### src/rtl/vid_pkg.sv
// rtl/vid_pkg.sv - shared frame geometry, widths and corner/state encodings
package vid_pkg;

    localparam int VID_IN_WIDTH  = 320;
    localparam int VID_IN_HEIGHT = 240;
    localparam int ADDR_W        = 17;
    localparam int INT_W         = 25;
    localparam int COORD_W       = 9;

    typedef enum logic [1:0] {
        CORNER_D = 2'd0,
        CORNER_B = 2'd1,
        CORNER_C = 2'd2,
        CORNER_A = 2'd3
    } corner_e;

    typedef struct packed {
        logic    valid;
        corner_e id;
    } tag_t;

    typedef enum logic [2:0] {
        S_IDLE,
        S_ISSUE,
        S_WAIT,
        S_SUM,
        S_DONE
    } state_e;

    // Linear integral-memory address of (y,x).
    function automatic logic [ADDR_W-1:0] pix_addr(input logic [COORD_W-1:0] y,
                                                   input logic [COORD_W-1:0] x);
        logic [ADDR_W-1:0] yy;
        yy = ADDR_W'(y);
        return yy * ADDR_W'(VID_IN_WIDTH) + ADDR_W'(x);
    endfunction

    // Rectangle must be ordered and lie entirely inside the frame.
    function automatic logic query_ok(input logic [COORD_W-1:0] x0,
                                      input logic [COORD_W-1:0] y0,
                                      input logic [COORD_W-1:0] x1,
                                      input logic [COORD_W-1:0] y1);
        return (x0 <= x1) && (y0 <= y1) &&
               (x1 < COORD_W'(VID_IN_WIDTH)) && (y1 < COORD_W'(VID_IN_HEIGHT));
    endfunction

endpackage

### src/rtl/box_sum_addr_gen.sv
// rtl/box_sum_addr_gen.sv - walks the present corners of a latched query, D,B,C,A order
module box_sum_addr_gen
    import vid_pkg::*;
(
    input  logic               clk,
    input  logic               reset,
    input  logic               load_i,
    input  logic [COORD_W-1:0] x0_i,
    input  logic [COORD_W-1:0] y0_i,
    input  logic [COORD_W-1:0] x1_i,
    input  logic [COORD_W-1:0] y1_i,
    input  logic               issue_i,
    output logic [ADDR_W-1:0]  addr_o,
    output corner_e            tag_o,
    output logic               last_o
);

    logic [COORD_W-1:0] x0_q, y0_q, x1_q, y1_q;
    logic [3:0]         pending_q;
    logic [ADDR_W-1:0]  addr_q;
    logic [3:0]         sel_bit;
    corner_e            sel_tag;
    logic [ADDR_W-1:0]  sel_addr;

    // Pick the next outstanding corner; bit index equals the corner encoding.
    always_comb begin
        sel_bit  = 4'b0000;
        sel_tag  = CORNER_D;
        sel_addr = pix_addr(y1_q, x1_q);
        if (pending_q[0]) begin
            sel_bit  = 4'b0001;
            sel_tag  = CORNER_D;
            sel_addr = pix_addr(y1_q, x1_q);
        end else if (pending_q[1]) begin
            sel_bit  = 4'b0010;
            sel_tag  = CORNER_B;
            sel_addr = pix_addr(y0_q - 1'b1, x1_q);
        end else if (pending_q[2]) begin
            sel_bit  = 4'b0100;
            sel_tag  = CORNER_C;
            sel_addr = pix_addr(y1_q, x0_q - 1'b1);
        end else if (pending_q[3]) begin
            sel_bit  = 4'b1000;
            sel_tag  = CORNER_A;
            sel_addr = pix_addr(y0_q - 1'b1, x0_q - 1'b1);
        end
    end

    assign tag_o  = sel_tag;
    assign last_o = (pending_q != 4'b0000) && ((pending_q & ~sel_bit) == 4'b0000);
    assign addr_o = addr_q;

    // Latch query and corner mask on load; retire one corner per issue strobe.
    always_ff @(posedge clk) begin
        if (reset) begin
            x0_q      <= '0;
            y0_q      <= '0;
            x1_q      <= '0;
            y1_q      <= '0;
            pending_q <= 4'b0000;
            addr_q    <= '0;
        end else if (load_i) begin
            x0_q      <= x0_i;
            y0_q      <= y0_i;
            x1_q      <= x1_i;
            y1_q      <= y1_i;
            pending_q <= {(x0_i != '0) && (y0_i != '0), (x0_i != '0), (y0_i != '0), 1'b1};
        end else if (issue_i && (pending_q != 4'b0000)) begin
            addr_q    <= sel_addr;
            pending_q <= pending_q & ~sel_bit;
        end
    end

endmodule

### src/rtl/box_sum_reader.sv
// rtl/box_sum_reader.sv - rectangle sum query engine over the integral-image M10K
module box_sum_reader
    import vid_pkg::*;
#(
    parameter int READ_LATENCY = 2
) (
    input  logic               clk,
    input  logic               reset,
    input  logic               int_ready,
    input  logic               req_valid,
    output logic               req_ready,
    input  logic [COORD_W-1:0] req_x0,
    input  logic [COORD_W-1:0] req_x1,
    input  logic [COORD_W-1:0] req_y0,
    input  logic [COORD_W-1:0] req_y1,
    output logic [ADDR_W-1:0]  rd_addr,
    output logic               rd_en,
    input  logic [INT_W-1:0]   rd_data,
    output logic               res_valid,
    input  logic               res_ready,
    output logic [INT_W-1:0]   res_sum,
    output logic               res_err
);

    state_e             state_q;
    tag_t               pipe_q [READ_LATENCY];
    logic [INT_W-1:0]   hold_q [4];
    logic [2:0]         iss_cnt_q, ret_cnt_q;
    logic               rd_en_q, res_valid_q, res_err_q;
    logic [INT_W-1:0]   res_sum_q;
    logic               accept, q_ok, issue, gen_last;
    corner_e            gen_tag;

    assign req_ready = (state_q == S_IDLE) && int_ready && !reset;
    assign accept    = req_valid && req_ready;
    assign q_ok      = query_ok(req_x0, req_y0, req_x1, req_y1);
    assign issue     = (state_q == S_ISSUE);

    box_sum_addr_gen u_addr_gen (
        .clk     (clk),
        .reset   (reset),
        .load_i  (accept && q_ok),
        .x0_i    (req_x0),
        .y0_i    (req_y0),
        .x1_i    (req_x1),
        .y1_i    (req_y1),
        .issue_i (issue),
        .addr_o  (rd_addr),
        .tag_o   (gen_tag),
        .last_o  (gen_last)
    );

    assign rd_en     = rd_en_q;
    assign res_valid = res_valid_q;
    assign res_sum   = res_sum_q;
    assign res_err   = res_err_q;

    // Query FSM with tag pipe, corner capture and final D - B - C + A.
    always_ff @(posedge clk) begin
        if (reset) begin
            state_q     <= S_IDLE;
            rd_en_q     <= 1'b0;
            res_valid_q <= 1'b0;
            res_err_q   <= 1'b0;
            res_sum_q   <= '0;
            iss_cnt_q   <= '0;
            ret_cnt_q   <= '0;
            for (int i = 0; i < READ_LATENCY; i++) pipe_q[i] <= '0;
            for (int i = 0; i < 4; i++) hold_q[i] <= '0;
        end else begin
            rd_en_q   <= issue;
            pipe_q[0] <= '{valid: issue, id: gen_tag};
            for (int i = 1; i < READ_LATENCY; i++) pipe_q[i] <= pipe_q[i-1];
            if (pipe_q[READ_LATENCY-1].valid) begin
                hold_q[pipe_q[READ_LATENCY-1].id] <= rd_data;
                ret_cnt_q <= ret_cnt_q + 3'd1;
            end
            case (state_q)
                S_IDLE: begin
                    if (accept) begin
                        iss_cnt_q <= '0;
                        ret_cnt_q <= '0;
                        for (int i = 0; i < 4; i++) hold_q[i] <= '0;
                        state_q <= q_ok ? S_ISSUE : S_DONE;
                    end
                end
                S_ISSUE: begin
                    iss_cnt_q <= iss_cnt_q + 3'd1;
                    if (gen_last) state_q <= S_WAIT;
                end
                S_WAIT: begin
                    if (ret_cnt_q == iss_cnt_q) state_q <= S_SUM;
                end
                S_SUM: begin
                    res_sum_q   <= hold_q[CORNER_D] - hold_q[CORNER_B]
                                 - hold_q[CORNER_C] + hold_q[CORNER_A];
                    res_err_q   <= 1'b0;
                    res_valid_q <= 1'b1;
                    state_q     <= S_DONE;
                end
                S_DONE: begin
                    // Entering DONE with res_valid low only happens for a rejected query.
                    if (!res_valid_q) begin
                        res_valid_q <= 1'b1;
                        res_err_q   <= 1'b1;
                        res_sum_q   <= '0;
                    end else if (res_ready) begin
                        res_valid_q <= 1'b0;
                        state_q     <= S_IDLE;
                    end
                end
                default: state_q <= S_IDLE;
            endcase
        end
    end

endmodule

### config.mk
export PLATFORM = sky130hd
export DESIGN_NAME = box_sum_reader
export DESIGN_NICKNAME = d
export VERILOG_FILES = /design/src/rtl/vid_pkg.sv /design/src/rtl/box_sum_addr_gen.sv /design/src/rtl/box_sum_reader.sv
export SDC_FILE = /design/constraint.sdc
export NUM_CORES = 1
export LEC_CHECK = 0
export ABC_AREA = 1
export CORE_UTILIZATION = 40
export CTS_CLUSTER_SIZE = 14
export DETAILED_ROUTE_END_ITERATION = 6
export GPL_TIMING_DRIVEN = 0
export PLACE_DENSITY_LB_ADDON = 0.2
export SLEW_MARGIN = 15
export SYNTH_ARGS = -nofsm -noshare
export SYNTH_HDL_FRONTEND = slang
export SYNTH_SLANG_ARGS = --single-unit
export TNS_END_PERCENT = 1
### constraint.sdc
create_clock -name clk -period 3.5 [get_ports clk]
set_input_delay 0.7 -clock clk [delete_from_list [all_inputs] [get_ports clk]]
set_output_delay 0.7 -clock clk [all_outputs]
set_load 0.05 [all_outputs]
# == Word-level counts from Yosys, hierarchy flattened ==
# Memories as Yosys holds them, arrays and structs flattened.
# Index checks and enable logic that the tools add are counted.
# op_classes
n_mux,52
n_eq_ne,15
mul,2
n_lt_le_gt_ge,4
addsub,11
bitwise_logic,21
n_reduce_logical,24
# op_table
op,n
25-bit two-way mux,6
17-bit by 9-bit adder with 17-bit output,4
17-bit two-way mux,4
25-bit case mux with 2 select lines,1
25-bit subtractor,2
3-bit two-way mux,12
25-bit adder,1
25-bit OR reduction,1
4-bit two-way mux,6
9-bit by 3-bit multiplier with 11-bit output (second input constant),2
9-bit less-or-equal comparator,2
9-bit nonzero test,2
9-bit by 1-bit subtractor with 9-bit output (second input constant),2
3-bit case mux with 5 select lines,1
1-bit two-way mux,14
1-bit logical AND,10
2-bit two-way mux,5
2-bit != test (second input constant),5
9-bit by 8-bit less-than comparator with 1-bit output (second input constant),1
9-bit less-than comparator (second input constant),1
1-bit AND,8
2-bit equality test (second input constant),4
3-bit by 1-bit adder with 3-bit output (second input constant),2
3-bit by 2-bit equality test with 1-bit output (second input constant),2
other kinds (17),31
# totals
memories,2
ff_bits,94
out_inout_bits,46
mem_bits_rw,106
# mem_list
name,depth,width,read_ports,rd_clocked_by_memory_dff,wr,line,rtl
hold_q,4,25,4,0,4,box_sum_reader.sv:27,logic [INT_W-1:0] hold_q [4];
pipe_q,2,3,2,0,2,box_sum_reader.sv:26,tag_t pipe_q [READ_LATENCY];

# == Logic depth before layout (Yosys ltp) ==
# Gate-level depths: netlist (run 1).
# depth
depth_word,16
mapped_depth,25

# == By module ==
# Synthesis (run 1) repeated with hierarchy kept, for this count alone.
# unflattened
cells_unflattened,1684
area_unflattened_um2,13166.4
# by_module_without_submodules
module,n_inst,area_each_um2,seq_area_each_um2,cells_each
box_sum_reader,1,8615.8,3843.7,982
box_sum_addr_gen,1,4550.6,1141.1,702

# == Worst setup path after synthesis (run 1) ==
# OpenSTA, ideal clock, no wires.
# synth_path
path_type,in2reg
startpoint,input reset
endpoint,"memory hold_q[2][0], enable pin"
arrival_time_ps,2914
cell_stages,10
slack_ps,155
cell_sequence,clkbuf_1 > inv_1 > nand2_1 > nor2_1 > nand2_1 > nand2_1 > nor2_2 > nand3_2 > buf_2 > nand2_1
# synth_lines
element,line,rtl
"start, declared",box_sum_reader.sv:8,"input logic reset,"
"end, declared",box_sum_reader.sv:27,

==> results by group, run 1 <==
Drt
  • Vias per inst: 5.11
  • DRC Markers: 7
  • Avg WL per Cell: 16.2 um
  • Initial drt markers: 752
  • DRT antenna net count: 0
  • Drt total wl: 33.6 mm
  • First-pass DRT Iterations: 7
  • Total number of vias: 10600

Cells and area
  • Post-Layout Cell Count: 2078
  • Layout overhead on the synthesized area: 18.7%
  • Post-route cell area: ~15000 sq um
  • Nets: 1872
  • Diodes inserted: 0
  • Fillcell total: 2996
  • Share of layout cells above drive strength 1: 7.13%

Place
  • Placed instance area: 14200 sq um
  • Post-Place Setup Slack: -255 ps
  • RD Place Congestion: 0.931
  • IO buf count: 110
  • Post-Place Cells: 2044
  • DP HPWL: 26.1 mm

Yosys
  • Top_reg_cell synth: edfxtp_1
  • Share of the synthesized area in the top cell type: 23.8%
  • Synthesized cell area: 12600 sq um
  • Distinct cell type count after synthesis: 49
  • Cells after synthesis: 1538
  • Ys Warns: 0
  • Async set-or-reset flop fraction in the synthesized netlist: 0%
  • Syn_nets: 1741
  • Post-synthesis register bit count: 199
  • Sequential area share after synthesis: 39.5%
  • Syn_area_per_cell: 8.21 sq um
  • EDFF count, synth: 100
  • Area leader, netlist: edfxtp_1
  • Top cells by area, synth: edfxtp_1 (24%), dfxtp_1 (16%), fa_1 (8.6%)

GRT
  • GR Util met3: 3.10%
  • Largest net degree at the start of global routing: 26
  • Routing usage on met1: between 30% and 40%
  • Grt total ovfl: 0
  • Met2 GRT Util: 32.8%
  • Gr usage total: 21.5%
  • Initial antenna violation count: 0
  • Vias in the first global route: roughly 10000
  • First-pass GRT wire length: 54.7 mm
  • Gr busiest metal: met2

Setup path
  • Critical path startpoint category: flop
  • CP Data Arrival Time: about 3700 ps
  • Worst r2r src: hold_q[3][0]$_SDFFCE_PN0P_
  • Critical path fanouts, max: 4
  • Worst EP required: around 3800 ps
  • Cell depth of the worst flop-to-flop path: 15
  • R2R setup slack: 130 ps
  • Crit. Startpoint: hold_q[3][0]$_SDFFCE_PN0P_
  • Setup Crit Path Kind: flop to flop
  • Critical path capture point type: flop
  • R2r endpoint: res_sum[20]$_SDFFE_PP0P_
  • Crit path to: res_sum[20]$_SDFFE_PP0P_

STA
  • RSZ-0062 raised after global routing: true
  • Max Transition Viols Final: 0
  • Final Hold Vio Count: 0
  • FMAX: 0.297 GHz
  • # setup viols final: 0
  • Hold Worst Slack: 414 ps
  • Worst slew margin: 47.7%
  • Minimum clock period: 3370 ps
  • Final Skew: 13.8 ps
  • Worst-Margin Slew: 782 ps
  • Period Utilization, post-route: 96.1%
  • Final worst slack: 135 ps

Power and ir drop
  • Leak: about 6.4 nW
  • Max VDD drop: 0.000354 V
  • PwrDens: between 400 and 500 nW/um^2

Hold path
  • Worst hold path class: flop to flop
  • Hold wc startpoint: pipe_q[0][0]$_SDFF_PP0_

Clock network
  • Total CTS buffers: 17
  • CTS root buf: clkbuf_16
  • Post-CTS Hold Fix Bufs: 0
  • CTS tree: built
  • Clk Latency, worst-skew pair: 450 ps
  • Clk slew on worst S/H paths: roughly 80 ps
  • Clock Path Buffers: 2
  • Clock tree sinks: 199
  • H-tree Lvls: 4

Floorplan
  • Die H: about 180 um
  • Die Span X: about 180 um
  • Num rows: 64
  • Core area: 30800 sq um
  • Initial Util: 41.0%
  • Io pins: 112
  • Die ar.: 32300 sq um

Status
  • Failing checks: design-rule violations
  • Outcome: finished, violations left

Flow run
  • MaxCap Viol Count: 0
worst min-delay path by stage:
| stage | depth (start not counted) | slack, ps | end |
|---|---|---|---|
| 2_1_floorplan | 2 | 390 | pipe_q[0][3]$_SDFF_PP0_ |
| 3_3_place_gp | 2 | 400 | pipe_q[0][3]$_SDFF_PP0_ |
| 3_5_place_dp | 2 | 400 | pipe_q[0][3]$_SDFF_PP0_ |
| 4_1_cts | 2 | 410 | pipe_q[0][3]$_SDFF_PP0_ |
| 5_1_grt | 2 | 440 | pipe_q[0][3]$_SDFF_PP0_ |
| 6_report | 2 | 410 | pipe_q[0][3]$_SDFF_PP0_ |
layout make-up:
type | count | area [sq um] | share of cell area (%)
clock inverter | 14 | 163 | 1.08
clock buffer | 18 | 429 | 2.86
sequential | 199 | 4980 | 33.2
buffer | 38 | 185 | 1.23
inverter | 231 | 871 | 5.81
tap | 396 | 495 | 3.30
multi-input combinational | 1069 | 6740 | 45.0
timing repair buffer | 113 | 1120 | 7.49
critical path, cell delays in order (launching register included):
cell and delay, ps:
edfxtp_1 400, fa_1 540, inv_1 50, fa_1 470, inv_1 40, ha_2 200
fa_2 340, nand2_1 70, inv_1 60, o21ai_2 130, nand2_2 130, nand4_1 120
nand3_2 130, buf_4 170, o21ai_1 260, a21oi_1 110
sequential cells by signal, indices dropped and copies added, names as in the netlist, 6 cells and up:
register / flops
hold_q: 100
pipe_q: 6
res_sum: 25
u_addr_gen.addr_o: 17
u_addr_gen.x0_q: 9
u_addr_gen.x1_q: 9
u_addr_gen.y0_q: 9
u_addr_gen.y1_q: 9
metal layers:
layer  share of wire, %  vias up
li1                   -     5329
met1                 51     5011
met2                 43      247
met3                4.8       40
met4                1.4        0
met5                  0        -
Yosys cell counts (12+ instances only):
master / count
nor3_1: 16
edfxtp_1: 100
a21oi_1: 128
nand2_1: 250
nor2_1: 215
dfxtp_1: 99
xor2_1: 26
inv_1: 227
ha_1: 83
fa_1: 54
buf_2: 12
nand4_1: 19
clkbuf_1: 23
nand3_1: 82
o21ai_0: 98
o21ai_1: 12
cells in the final DEF, fill, tap and decap left out, types with 5 or more instances in the layout:
cell             instances
o211ai_1                 5
o21ai_0                 87
nand2_1                241
clkdlybuf4s50_1        110
nand3_1                 81
ha_1                    80
inv_1                  224
nor2_1                 212
xor2_1                  24
a21oi_2                 16
nand4_1                 19
nand3_2                  5
nor3_1                  13
o21ai_1                 20
edfxtp_1               100
fa_1                    52
clkbuf_1                22
xnor2_1                  9
buf_2                   12
a31oi_1                  7
nor2_2                   6
a21oi_1                121
dfxtp_1                 99
or2_2                    6
clkbuf_16               17
nand2_2                 10
repair_timing:
action | in CTS | in global routing
setup endpoints to repair | 10 | 17
buffers inserted | 2 | 1
gates resized for setup | 11 | 40
pin swaps | 2 | 5
kinds of logic after synthesis:
| group | synth area share [%] |
|---|---|
| simple gates | 20.4 |
| fa+ha+maj | 16.8 |
| buf+inv | 8.36 |
| flops | 39.5 |
| xor+xnor | 2.56 |
| compound gates | 12.5 |
metrics by stage:
| stage | power (mW) | util [%] | setup TNS, ps |
|---|---|---|---|
| final | 7.11 | 48.6 | 0 |
| after global routing | 7.57 | 48.6 | -74.1 |
| after CTS | 7.01 | 48.2 | 0 |
| after detailed placement | 4.94 | 46.2 | -1400 |
| after global placement | 4.91 | 46.1 | -37150 |
| after floorplan | 4.28 | - | 0 |
power breakdown:
| part | internal, mW | total (mW) | switching [mW] |
|---|---|---|---|
| clock | 1.07 | 2.05 | 0.979 |
| sequential | 2.54 | 2.60 | 0.0565 |
| combinational | 0.869 | 2.46 | 1.59 |
| total | 4.49 | 7.11 | 2.63 |
(Power assumes the default switching activity.)
==> inputs of run 2 (changes only) <==
Settings changed: CORE_ASPECT_RATIO from default to 0.5.
==> results by group, run 2 (synthesis gave the netlist of run 1 again) <==
STA
  • Setup TNS: 0 ps (unchanged)
  • Final Hold Vio Count: 0 (unchanged)
  • Final Skew: 9.50 ps (-4.30 ps)
  • RSZ-0062 raised after global routing: true
  • Final worst slack: 160 ps (+25.3 ps)
  • Max Transition Viols Final: 0 (unchanged)
  • Period Utilization, post-route: 95.4% (-0.72 points)
  • Worst-Margin Slew: 779 ps (-2.76 ps)
  • Minimum clock period: 3340 ps (-25.3 ps)
  • FMAX: 0.299 GHz (+0.76%)
  • Worst slew margin: 47.9% (+0.18 points)
  • # setup viols final: 0 (unchanged)

Power and ir drop
  • Switching power: 2.56 mW (-2.6%)
  • Clock power frac: 29.6% (+0.7 points)
  • Sw Ratio: 36.0% (-0.91 points)
  • Logic gate share of total power: 33.8% (-0.8 points)
  • Internal power: 4.55 mW (+1.3%)
  • Max VDD drop: 0.000382 V (+7.8%)
  • Leak: 6.44 nW (+0.14%)
  • PwrDens: 473 nW/um^2 (-0.36%)
  • Seq pwr share: 36.6% (about the same)

Hold path
  • Worst hold path class: flop to flop
  • WHS Endpoint: pipe_q[0][4]$_SDFF_PP0_
  • Cells on Worst Hold Path: 2 (unchanged)
  • Hold wc startpoint: pipe_q[0][1]$_SDFF_PP0_

Cells and area
  • Max reg flops: 100 (unchanged)
  • Largest Register: hold_q
  • Most frequent cells in the layout: nand2_1 (239), inv_1 (224), nor2_1 (211), a21oi_1 (124), clkdlybuf4s50_1 (110)
  • Share of layout cells above drive strength 1: 6.78% (-0.35 points)
  • Post-Layout Cell Count: 2104 (+1.3%)
  • Diodes inserted: 0 (unchanged)
  • Layout overhead on the synthesized area: 19.0%
  • Most common cell after layout, fill and taps aside: nand2_1
  • Final core utilization: 49.0% (+0.35 points)
  • Nets: 1871 (-0.053%)

Status
  • Outcome: completed

GRT
  • Grt total ovfl: 0 (unchanged)
  • Vias in the first global route: 10200 (-2.4%)
  • Largest net degree at the start of global routing: 26 (unchanged)
  • Gr usage total: 21.3% (-0.11 points)
  • Initial antenna violation count: 0 (unchanged)
  • First-pass GRT wire length: 53.4 mm (-2.4%)

Drt
  • DRT antenna net count: 0 (unchanged)
  • First-pass DRT Iterations: 5 (-2)
  • Avg WL per Cell: 15.5 um (-4.0%)
  • Total number of vias: 10600 (-0.64%)
  • Drt total wl: 32.7 mm (-2.8%)
  • Vias per inst: 5.02 (-1.9%)
  • DRC Markers: 0 (-7)
  • Initial drt markers: 632 (-16%)

Clock network
  • Clk slew on worst S/H paths: 80 ps (about the same)
  • Post-CTS Hold Fix Bufs: 0 (unchanged)
  • H-tree Lvls: 4 (unchanged)
  • Clock tree sinks: 199 (unchanged)
  • Clk Latency, worst-skew pair: 460 ps (about the same)
  • CTS tree: built
  • Total CTS buffers: 17 (unchanged)
  • CTS root buf: clkbuf_16
  • Clock Path Buffers: 2 (unchanged)

Floorplan
  • Core area: 30700 sq um (-0.47%)
  • Die Span X: 253 um (+41%)
  • Num rows: 45 (-30%)
  • Die ar.: 32300 sq um (+0.13%)
  • Initial Util: 41.2% (+0.19 points)
  • Die H: 128 um (-29%)
  • Io pins: 112 (unchanged)

Place
  • DP HPWL: 25.2 mm (-3.5%)
  • Post-Place Setup Slack: -373 ps (-118 ps)
  • Post-Place Cells: 2071 (+1.3%)
  • RD Place Congestion: 0.909 (-2.3%)
  • IO buf count: 110 (unchanged)

Setup path
  • R2R setup slack: 160 ps (+30 ps)
  • R2r endpoint: res_sum[22]$_SDFFE_PP0P_
  • Worst r2r src: hold_q[1][0]$_SDFFCE_PN0P_
  • Critical path startpoint category: flop
  • Setup Crit Path Kind: flop to flop
  • Critical path fanouts, max: 4 (unchanged)
  • CP Data Arrival Time: 3720 ps (+50 ps)
  • Cell depth of the worst flop-to-flop path: 18 (+3)
  • Worst EP required: 3880 ps (+70 ps)
  • Critical path capture point type: flop

Flow run
  • MaxCap Viol Count: 0 (unchanged)
[run 2: cell types whose count changed in the layout (fill, tap and decap cells not counted), sizes merged]
cell / change
clkbuf: -1
clkinv: -1
bufinv: +1
[run 2: metal layers]
layer / vias up / global-route usage (%) / share of wire (%)
li1: 5334 / - / -
met1: 4964 / 28.0 / 47
met2: 217 / 36.4 / 48
met3: 44 / 3.77 / 3.5
met4: 0 / 5.49 / 1.9
met5: - / 0 / 0
[run 2: worst max-delay path, stage by stage (launching register included)]
cell,delay [ps]
edfxtp_1,320
inv_1,50
fa_1,530
inv_1,50
fa_1,470
inv_1,60
ha_4,160
fa_2,340
nand2_2,80
inv_2,40
o21ai_2,130
nand2_2,130
buf_4,160
nand4_1,70
nand3_2,130
a21oi_2,190
or2_4,130
nand3_1,60
a21oi_1,160
[run 2: repair_timing]
action,in CTS,in global routing
gates resized for setup,11,30
pin swaps,3,9
setup endpoints to repair,4,18
setup buffers,2,1
[run 2: layout make-up]
class                   instances  area (sq um)
fillers                      3021         15700
multi-input cells            1069          6730
flip-flops and latches        199          4980
repair buffers                113          1120
inverters                     231           868
well taps                     423           529
clock buffers                  18           429
clock inverters                14           185
plain buffers                  37           180
[run 2: how the worst max path moves through the flow]
stage / start / endpoint / slack (ps) / cells after the start
2_1_floorplan: reset / hold_q[2][0]$_SDFFCE_PN0P_ / 150 / 10
3_3_place_gp: int_ready / hold_q[1][11]$_SDFFCE_PN0P_ / -570 / 9
3_5_place_dp: int_ready / hold_q[0][9]$_SDFFCE_PN0P_ / -370 / 9
4_1_cts: hold_q[3][0]$_SDFFCE_PN0P_ / res_sum[12]$_SDFFE_PP0P_ / 40 / 17
5_1_grt: hold_q[1][0]$_SDFFCE_PN0P_ / res_sum[22]$_SDFFE_PP0P_ / -50 / 18
6_report: hold_q[1][0]$_SDFFCE_PN0P_ / res_sum[22]$_SDFFE_PP0P_ / 160 / 18
[run 2: per-stage QoR]
| stage | hold WS [ps] | area [sq um] | power [mW] |
|---|---|---|---|
| global route | 439 | 15000 | 7.59 |
| CTS | 409 | 14900 | 7.03 |
| global placement | 409 | 14300 | 4.87 |
| detailed placement | 398 | 14300 | 4.87 |
| finish | 410 | 15000 | 7.11 |
| floorplan | 388 | 12600 | 4.28 |
[run 2: power groups by stage]
stage / combinational, mW / clock (mW) / sequential [mW]
after floorplan: 1.61 / 0 / 2.67
after global placement: 2.22 / 0 / 2.65
after detailed placement: 2.22 / 0 / 2.65
after CTS: 2.29 / 2.14 / 2.60
after global routing: 2.75 / 2.24 / 2.61
final: 2.40 / 2.11 / 2.60
